--- src/rtl/fpu_sched_pkg.sv ---
// Shared types and widths for the FPU request scheduler.
package fpu_sched_pkg;

  // Operand format: sign | exponent | mantissa
  localparam int EXP_W    = 6;
  localparam int MANT_W   = 25;
  localparam int FLOAT_W  = 1 + EXP_W + MANT_W;
  localparam int STATUS_W = 4;

  typedef enum logic [1:0] {
    IDLE  = 2'd0,
    ISSUE = 2'd1,
    WAIT  = 2'd2,
    RESP  = 2'd3
  } state_t;

  // One-hot requester mask from a requester index
  function automatic logic [1:0] req_mask(input logic idx);
    return idx ? 2'b10 : 2'b01;
  endfunction

endpackage

--- src/rtl/rr_arb2.sv ---
// Two-requester round-robin grant; purely combinational.
module rr_arb2 (
  input  logic [1:0] req_valid,
  input  logic       last,
  output logic       grant_valid,
  output logic       grant
);

  // On a tie, favour the requester that was not served last
  always_comb begin
    grant_valid = |req_valid;
    grant       = 1'b0;
    case (req_valid)
      2'b01:   grant = 1'b0;
      2'b10:   grant = 1'b1;
      2'b11:   grant = ~last;
      default: grant = 1'b0;
    endcase
  end

endmodule

--- src/rtl/fpu_sched.sv ---
// Schedules two requesters onto one shared multi-cycle FPU, one
// operation in flight at a time, with round-robin arbitration.
//
// state | meaning
// IDLE  | waiting for a request; grant is offered on req_ready
// ISSUE | restart pulse to the FPU, latency counter loaded
// WAIT  | counting down FPU latency; result captured at zero
// RESP  | result presented to the granted requester until consumed
module fpu_sched
  import fpu_sched_pkg::*;
#(
  parameter int FPU_LAT = 8
) (
  input  logic                clock100KHz,
  input  logic                reset,
  input  logic [1:0]          req_valid,
  output logic [1:0]          req_ready,
  input  logic [FLOAT_W-1:0]  req0_a,
  input  logic [FLOAT_W-1:0]  req0_b,
  input  logic [FLOAT_W-1:0]  req1_a,
  input  logic [FLOAT_W-1:0]  req1_b,
  output logic [1:0]          rsp_valid,
  input  logic [1:0]          rsp_ready,
  output logic [FLOAT_W-1:0]  rsp_data,
  output logic [STATUS_W-1:0] rsp_status,
  output logic [FLOAT_W-1:0]  fpu_op_a,
  output logic [FLOAT_W-1:0]  fpu_op_b,
  output logic                fpu_reset,
  input  logic [FLOAT_W-1:0]  fpu_data,
  input  logic [STATUS_W-1:0] fpu_status,
  output logic                busy
);

  localparam int CNT_W = $clog2(FPU_LAT + 1);
  localparam logic [CNT_W-1:0] CNT_LOAD = CNT_W'(FPU_LAT - 1);

  state_t           state, state_next;
  logic             last;
  logic             cur;
  logic             grant_valid;
  logic             grant;
  logic             accept;
  logic             wait_done;
  logic [CNT_W-1:0] cnt;

  rr_arb2 u_arb (
    .req_valid   (req_valid),
    .last        (last),
    .grant_valid (grant_valid),
    .grant       (grant)
  );

  // State register
  always_ff @(posedge clock100KHz or posedge reset) begin
    if (reset) state <= IDLE;
    else       state <= state_next;
  end

  // Next-state and handshake outputs; reset masks the grant and holds
  // the FPU in restart for as long as it is asserted
  always_comb begin
    state_next = state;
    accept     = 1'b0;
    req_ready  = 2'b00;
    rsp_valid  = 2'b00;
    busy       = 1'b1;
    fpu_reset  = reset;
    wait_done  = 1'b0;
    case (state)
      IDLE: begin
        busy   = 1'b0;
        accept = grant_valid && !reset;
        if (accept) begin
          req_ready  = req_mask(grant);
          state_next = ISSUE;
        end
      end
      ISSUE: begin
        fpu_reset  = 1'b1;
        state_next = WAIT;
      end
      WAIT: begin
        if (cnt == '0) begin
          wait_done  = 1'b1;
          state_next = RESP;
        end
      end
      RESP: begin
        rsp_valid = req_mask(cur);
        if (rsp_ready[cur]) state_next = IDLE;
      end
      default: state_next = IDLE;
    endcase
  end

  // Latency down-counter; holds at zero so it can never wrap
  always_ff @(posedge clock100KHz or posedge reset) begin
    if (reset) begin
      cnt <= '0;
    end else if (state == ISSUE) begin
      cnt <= CNT_LOAD;
    end else if (state == WAIT && cnt != '0) begin
      cnt <= cnt - CNT_W'(1);
    end
  end

  // Operand latch and grant bookkeeping on accept; operands persist
  // until the next accept so the FPU inputs never glitch
  always_ff @(posedge clock100KHz or posedge reset) begin
    if (reset) begin
      fpu_op_a <= '0;
      fpu_op_b <= '0;
      cur      <= 1'b0;
      last     <= 1'b1;
    end else if (accept) begin
      fpu_op_a <= grant ? req1_a : req0_a;
      fpu_op_b <= grant ? req1_b : req0_b;
      cur      <= grant;
      last     <= grant;
    end
  end

  // Result capture at the end of the latency window
  always_ff @(posedge clock100KHz or posedge reset) begin
    if (reset) begin
      rsp_data   <= '0;
      rsp_status <= '0;
    end else if (wait_done) begin
      rsp_data   <= fpu_data;
      rsp_status <= fpu_status;
    end
  end

endmodule

--- config.mk ---
export PLATFORM = sky130hd
export DESIGN_NAME = fpu_sched
export DESIGN_NICKNAME = d
export VERILOG_FILES = /design/src/rtl/fpu_sched_pkg.sv /design/src/rtl/rr_arb2.sv /design/src/rtl/fpu_sched.sv
export SDC_FILE = /design/constraint.sdc
export NUM_CORES = 1
export LEC_CHECK = 0
export CORE_AREA = 2 2 106 108
export CTS_CLUSTER_SIZE = 30
export DETAILED_ROUTE_END_ITERATION = 8
export DIE_AREA = 0 0 108 110
export DONT_BUFFER_PORTS = 1
export HOLD_SLACK_MARGIN = 0.03
export PLACE_DENSITY_LB_ADDON = 0.08
export SLEW_MARGIN = 20
export SYNTH_ARGS = -nofsm -noshare
export SYNTH_HDL_FRONTEND = slang
export SYNTH_SLANG_ARGS = --single-unit
--- constraint.sdc ---
create_clock -name clock100KHz -period 5.05 [get_ports clock100KHz]
set_input_delay 0.2525 -clock clock100KHz [delete_from_list [all_inputs] [get_ports clock100KHz]]
set_output_delay 0.2525 -clock clock100KHz [all_outputs]
set_load 0.01 [all_outputs]
==> results.py, run 1 <==
metrics = {
    "clock_tree": {
        "clock_path_buffers": 2,
        "post-cts-setup-buffer-count": 0,
        "htree_levels": 3,
        "clock-sinks": 108,
        "cts_inserted_buffers": 9,
        "cts_resized": 0,
        "ctsHoldBuffers": 101,
        "root_buffer": "clkbuf_8",
    },
    "placed_design": {
        "gp_congestion": 0.7426,
        "hpwl_mm": 8.470,
        "port-buffer-count": 0,
    },
    "floorplanning": {
        "initial_core_util_pct": 44.20,
        "rows": 38,
        "dieHeight_um": 110,
        "die_x_um": 108,
        "io_pins": 276,
    },
    "yosys": {
        "synth_edf_count": 0,
        "syn_inst": 352,
        "yosysTopAreaCellShare_pct": 56.63,
        "netlist_area_mm2": 0.004728,
        "ys_seq_elements": 108,
        "synth_top_cell_by_area": "dfrtp_1",
        "synth.area.top_cells": "dfrtp_1 57%, a221o_1 14%, a21boi_0 8.9%",
        "syn_avg_cell_area_um2": 13.43,
        "ys_seq_area_share_pct": 57.18,
        "yosysWarningCount": 0,
        "synth_ff_type": "dfrtp_1",
        "synth_cell_types": 37,
        "syn-num-nets": 527,
        "ys_async_sr_fraction_pct": 100.0,
    },
    "outcome": {
        "status": "stopped before the end",
        "tool.error": "[ERROR RSZ-0060] Max buffer count reached.",
        "haltStage": "clock tree synthesis",
    },
}
## per-stage QoR
| step | hold WS [ps] | utilization, % | setup WS [ps] | instance area, µm² | cells |
|---|---|---|---|---|---|
| 3_5_place_dp | 234.0 | 44.69 | 1944 | 4781 | 464 |
| 2_1_floorplan | 387.2 | - | 1926 | 4728 | 352 |
| 3_3_place_gp | 226.8 | 44.69 | 2033 | 4781 | 464 |
## cell families after synthesis
kind of cell	after synthesis	share of synthesized area (%)
adder cells (fa/ha/maj)	5	1.323
multiplexers	38	9.024
buffers and inverters	40	4.075
flip-flops	108	57.18
AO/OA/AOI/OAI	141	25.56
AND/OR/NAND/NOR	20	2.832
## cell usage after synthesis (all sizes together) (3+ instances only)
cell type / number
dfrtp: 107
a21boi: 64
a221o: 64
mux2: 37
buf: 18
clkbuf: 14
inv: 8
ha: 5
nor2: 4
a21oi: 3
and3: 3
nand2: 3
o21ai: 3
==> run 2, diff against run 1 <==
Settings changed: CORE_AREA 2 2 106 108 to default, CORE_UTILIZATION from default to 39, CTS_CLUSTER_SIZE 30 to default, DIE_AREA 0 0 108 110 to default, HOLD_SLACK_MARGIN 0.03 to default, PLACE_DENSITY_LB_ADDON 0.08 to 0.15.
==> results.py, run 2 <==
metrics = {
    "outcome": {
        "status": "finished with violations",
        "violations": "design-rule violations",
    },
    "grt": {
        "grt_pass1_vias": 3188,
        "grt-ovfl-total": 0,
        "grt_max_degree": 67,
        "grt_usage_pct": 18.98,
        "grt_pass1_wl_mm": 18.15,
        "antenna_found_initial": 0,
    },
    "routing": {
        "postRouteAntennaNets": 0,
        "met1_length_mm": 4.629,
        "via_per_inst": 6.421,
        "vias": 3108,
        "first_iter_violations": 240,
        "firstDrtPassIters": 9,
        "dr_wl_met3_mm": 1.325,
        "drc_errors": 18,
        "wire_per_inst_um": 24.87,
        "wl_mm": 12.04,
        "topRoutingLayerUsed": "met4",
        "wl_met2_mm": 5.860,
    },
    "floorplanning": {
        "die_x_um": 112.1,
        "io_pins": 276,
        "die-area_mm2": 0.01257,
        "rows": 39,
        "dieHeight_um": 112.1,
        "core_mm2": 0.01161,
        "initial_core_util_pct": 40.71,
    },
    "worst_setup_path": {
        "slowest_stage": "and3_2",
        "r2r-start": "state[0]",
        "end_kind": "flip-flop",
        "startpoint": "state[0]",
        "slowest_delay_ps": 860,
        "cp_top_family": "simple AND/OR/NAND/NOR gates",
        "crit_path_start_kind": "flip-flop",
        "critPathArrivalTime_ps": 3220,
        "crit_type": "flip-flop to flip-flop",
        "path_buf_inv": 2,
        "cp_data_required_time_ps": 5330,
        "r2r_slack_ps": 2120,
        "crit_path_cell_trace": "inv_1 -> ha_1 -> nor2b_4 -> and3_2 -> buf_4 -> a221o_1",
        "path_max_fanout": 35,
    },
    "cells_and_area": {
        "layout_common_cells": "107 x dfrtp_1, 64 x a221o_1, 56 x a21boi_0",
        "final_nets": 511,
        "final_common_cell": "dfrtp_1",
        "fillers": 1078,
        "final_cells": 484,
        "largest_registers": "fpu_op_a: 32 flops, fpu_op_b: 32 flops, rsp_data: 32 flops",
        "area_growth_pct": 8.865,
        "antenna_cells": 0,
        "layout-drive-gt1-share_pct": 19.06,
    },
    "placed_design": {
        "dp_cells": 467,
        "gp_congestion": 0.7822,
        "port-buffer-count": 0,
        "hpwl_mm": 8.279,
    },
    "sta": {
        "fin_crit_ps": 2933,
        "tightest_slew_ps": 808.3,
        "max_freq_mhz": 341.0,
        "hold_violations": 0,
        "holdWs_ps": 47.14,
        "slew_violations": 0,
        "skew_ps": 10.14,
        "setup_tns_ps": 0,
        "fin_crit_sh_pct": 58.07,
        "max-slew-margin-rel_pct": 46.11,
        "setup_violations": 0,
        "rsz0062_at_grt": "no",
    },
    "power_and_ir_drop": {
        "power_leakage_nw": 2.194,
        "peakVddDrop_mv": 0.2433,
        "power_per_cell_area_mw_per_mm2": 665.1,
    },
    "yosys": {
        "yosysWarningCount": 0,
        "syn-num-nets": 527,
        "synth_top_cell_by_area": "dfrtp_1",
        "synth_edf_count": 0,
        "synth_common_cells": "107 x dfrtp_1, 64 x a221o_1, 56 x a21boi_0",
        "synth_cell_types": 37,
        "netlist_area_mm2": 0.004728,
        "syn_inst": 352,
        "synth.area.top_cells": "dfrtp_1 57%, a221o_1 14%, a21boi_0 8.9%",
        "synth_ff_type": "dfrtp_1",
        "ys_seq_elements": 108,
        "ys_seq_area_share_pct": 57.18,
        "yosysMostFrequentCell": "dfrtp_1",
        "ys_async_sr_fraction_pct": 100.0,
        "yosysTopAreaCellShare_pct": 56.63,
        "syn_avg_cell_area_um2": 13.43,
    },
    "clock_tree": {
        "clock_path_buffers": 2,
        "cts.clk_slew.worst_paths_ps": 80,
        "clk_latency_ps": 340,
        "post-cts-setup-buffer-count": 0,
        "htree_levels": 3,
        "root_buffer": "clkbuf_16",
        "clock-sinks": 108,
        "cts_tree": "done",
        "cts_inserted_buffers": 9,
    },
    "hold_path": {
        "hold_path_class": "input port to flip-flop",
        "hold_start": "req1_b[22]",
    },
    "job": {
        "max-cap-violations": 0,
    },
}
==> run 2: cell counts after synthesis <==
Identical to the previous run, type by type.
==> run 2: report_power, final <==
group / total [mW] / leakage (nW) / internal, mW / switching, mW
combinational: 0.852 / 0.714 / 0.474 / 0.377
clock: 0.812 / 0.169 / 0.498 / 0.314
sequential: 1.76 / 1.31 / 1.28 / 0.480
total: 3.42 / 2.19 / 2.25 / 1.17
==> run 2: routing by layer <==
layer	global-route usage, %	vias to the layer above
li1	-	1339
met1	22.19	1541
met2	31.59	213
met3	7.181	15
met4	7.467	0
met5	0	-
==> run 2: per-stage QoR <==
step	total power [mW]	setup WS, ps	util [%]	instance area, µm²
5_1_grt	3.628	1866	44.32	5147
2_1_floorplan	2.401	1926	-	4728
3_3_place_gp	2.608	2222	41.20	4785
3_5_place_dp	2.640	2068	41.20	4785
4_1_cts	3.464	2037	44.30	5145
6_report	3.424	2117	44.32	5147
==> run 2: cell type report <==
cell class,count,area (µm²),share of cell area [%]
Timing Repair Buffer,5,40.04,0.7778
Tap cell,143,178.9,3.476
Clock inverter,6,111.4,2.163
Clock buffer,10,239.0,4.643
Inverter,8,32.53,0.6320
Multi-Input combinational cell,204,1842,35.78
Sequential cell,108,2704,52.53
==> run 2: repair_timing <==
action                     CTS  global route
hold buffers                 1             0
gates resized for setup      0             0
hold endpoints to repair    47             0
setup endpoints to repair    0             0
==> run 2: final timing paths <==
kind,depth (start not counted),endpoint
max,6,fpu_op_b[20]
min,1,fpu_op_b[22]
max reg2reg,6,fpu_op_b[20]
min reg2reg,2,last
max in group asynchronous,3,fpu_op_b[0]
min in group asynchronous,2,fpu_op_a[20]
==> run 2: cell families after synthesis <==
logic type	count (synthesis)	synth area share [%]
compound gates	141	25.56
fa+ha+maj	5	1.323
buf+inv	40	4.075
flops	108	57.18
mux	38	9.024
simple gates	20	2.832
Note: power is estimated with default switching activity, not from simulation.
==> run 3, diff against run 2 <==
Clock period 5.05 ns to 2.35 ns, I/O delays scaled along.
==> results.py, run 3 <==
metrics = {
    "yosys": {
        "synth.area.top_cells": "dfrtp_1 57%, a221o_1 14%, a21boi_0 8.9%",
        "yosysTopAreaCellShare_pct": 56.63,
        "synth_top_cell_by_area": "dfrtp_1",
        "ys_seq_elements": 108,
        "ys_async_sr_fraction_pct": 100.0,
        "ys_seq_area_share_pct": 57.18,
        "synth_cell_types": 37,
        "yosysMostFrequentCell": "dfrtp_1",
        "synth_common_cells": "107 x dfrtp_1, 64 x a221o_1, 56 x a21boi_0",
        "synth_edf_count": 0,
        "synth_ff_type": "dfrtp_1",
        "syn_avg_cell_area_um2": 13.43,
        "syn_inst": 352,
        "yosysWarningCount": 0,
        "netlist_area_mm2": 0.004728,
        "syn-num-nets": 527,
    },
    "outcome": {
        "haltStage": "clock tree synthesis",
        "status": "stopped before the end",
        "tool.error": "[ERROR RSZ-0060] Max buffer count reached.",
    },
    "floorplanning": {
        "io_pins": 276,
        "die_x_um": 112.1,
        "rows": 39,
        "dieHeight_um": 112.1,
        "initial_core_util_pct": 40.71,
    },
    "clock_tree": {
        "clock-sinks": 108,
        "cts_resized": 0,
        "root_buffer": "clkbuf_16",
        "cts_inserted_buffers": 9,
        "post-cts-setup-buffer-count": 0,
        "htree_levels": 3,
        "ctsHoldBuffers": 101,
        "clock_path_buffers": 2,
    },
    "placed_design": {
        "gp_congestion": 0.7461,
        "placed_area_mm2": 0.004893,
        "port-buffer-count": 0,
        "hpwl_mm": 8.527,
    },
}
run 3: cell counts after synthesis:
Identical to the previous run, type by type.
run 3: kinds of logic after synthesis:
kind of cell | synth area share, %
muxes | 9.024
and+or+nand+nor | 2.832
DFF | 57.18
adders and majority gates | 1.323
buffers and inverters | 4.075
AOI/OAI and AO/OA | 25.56
run 3: stage by stage:
step | utilization [%] | setup WS, ps | std cells
detailed placement | 42.14 | 358.1 | 473
global placement | 42.14 | 443.3 | 473
floorplan | - | 208.5 | 352
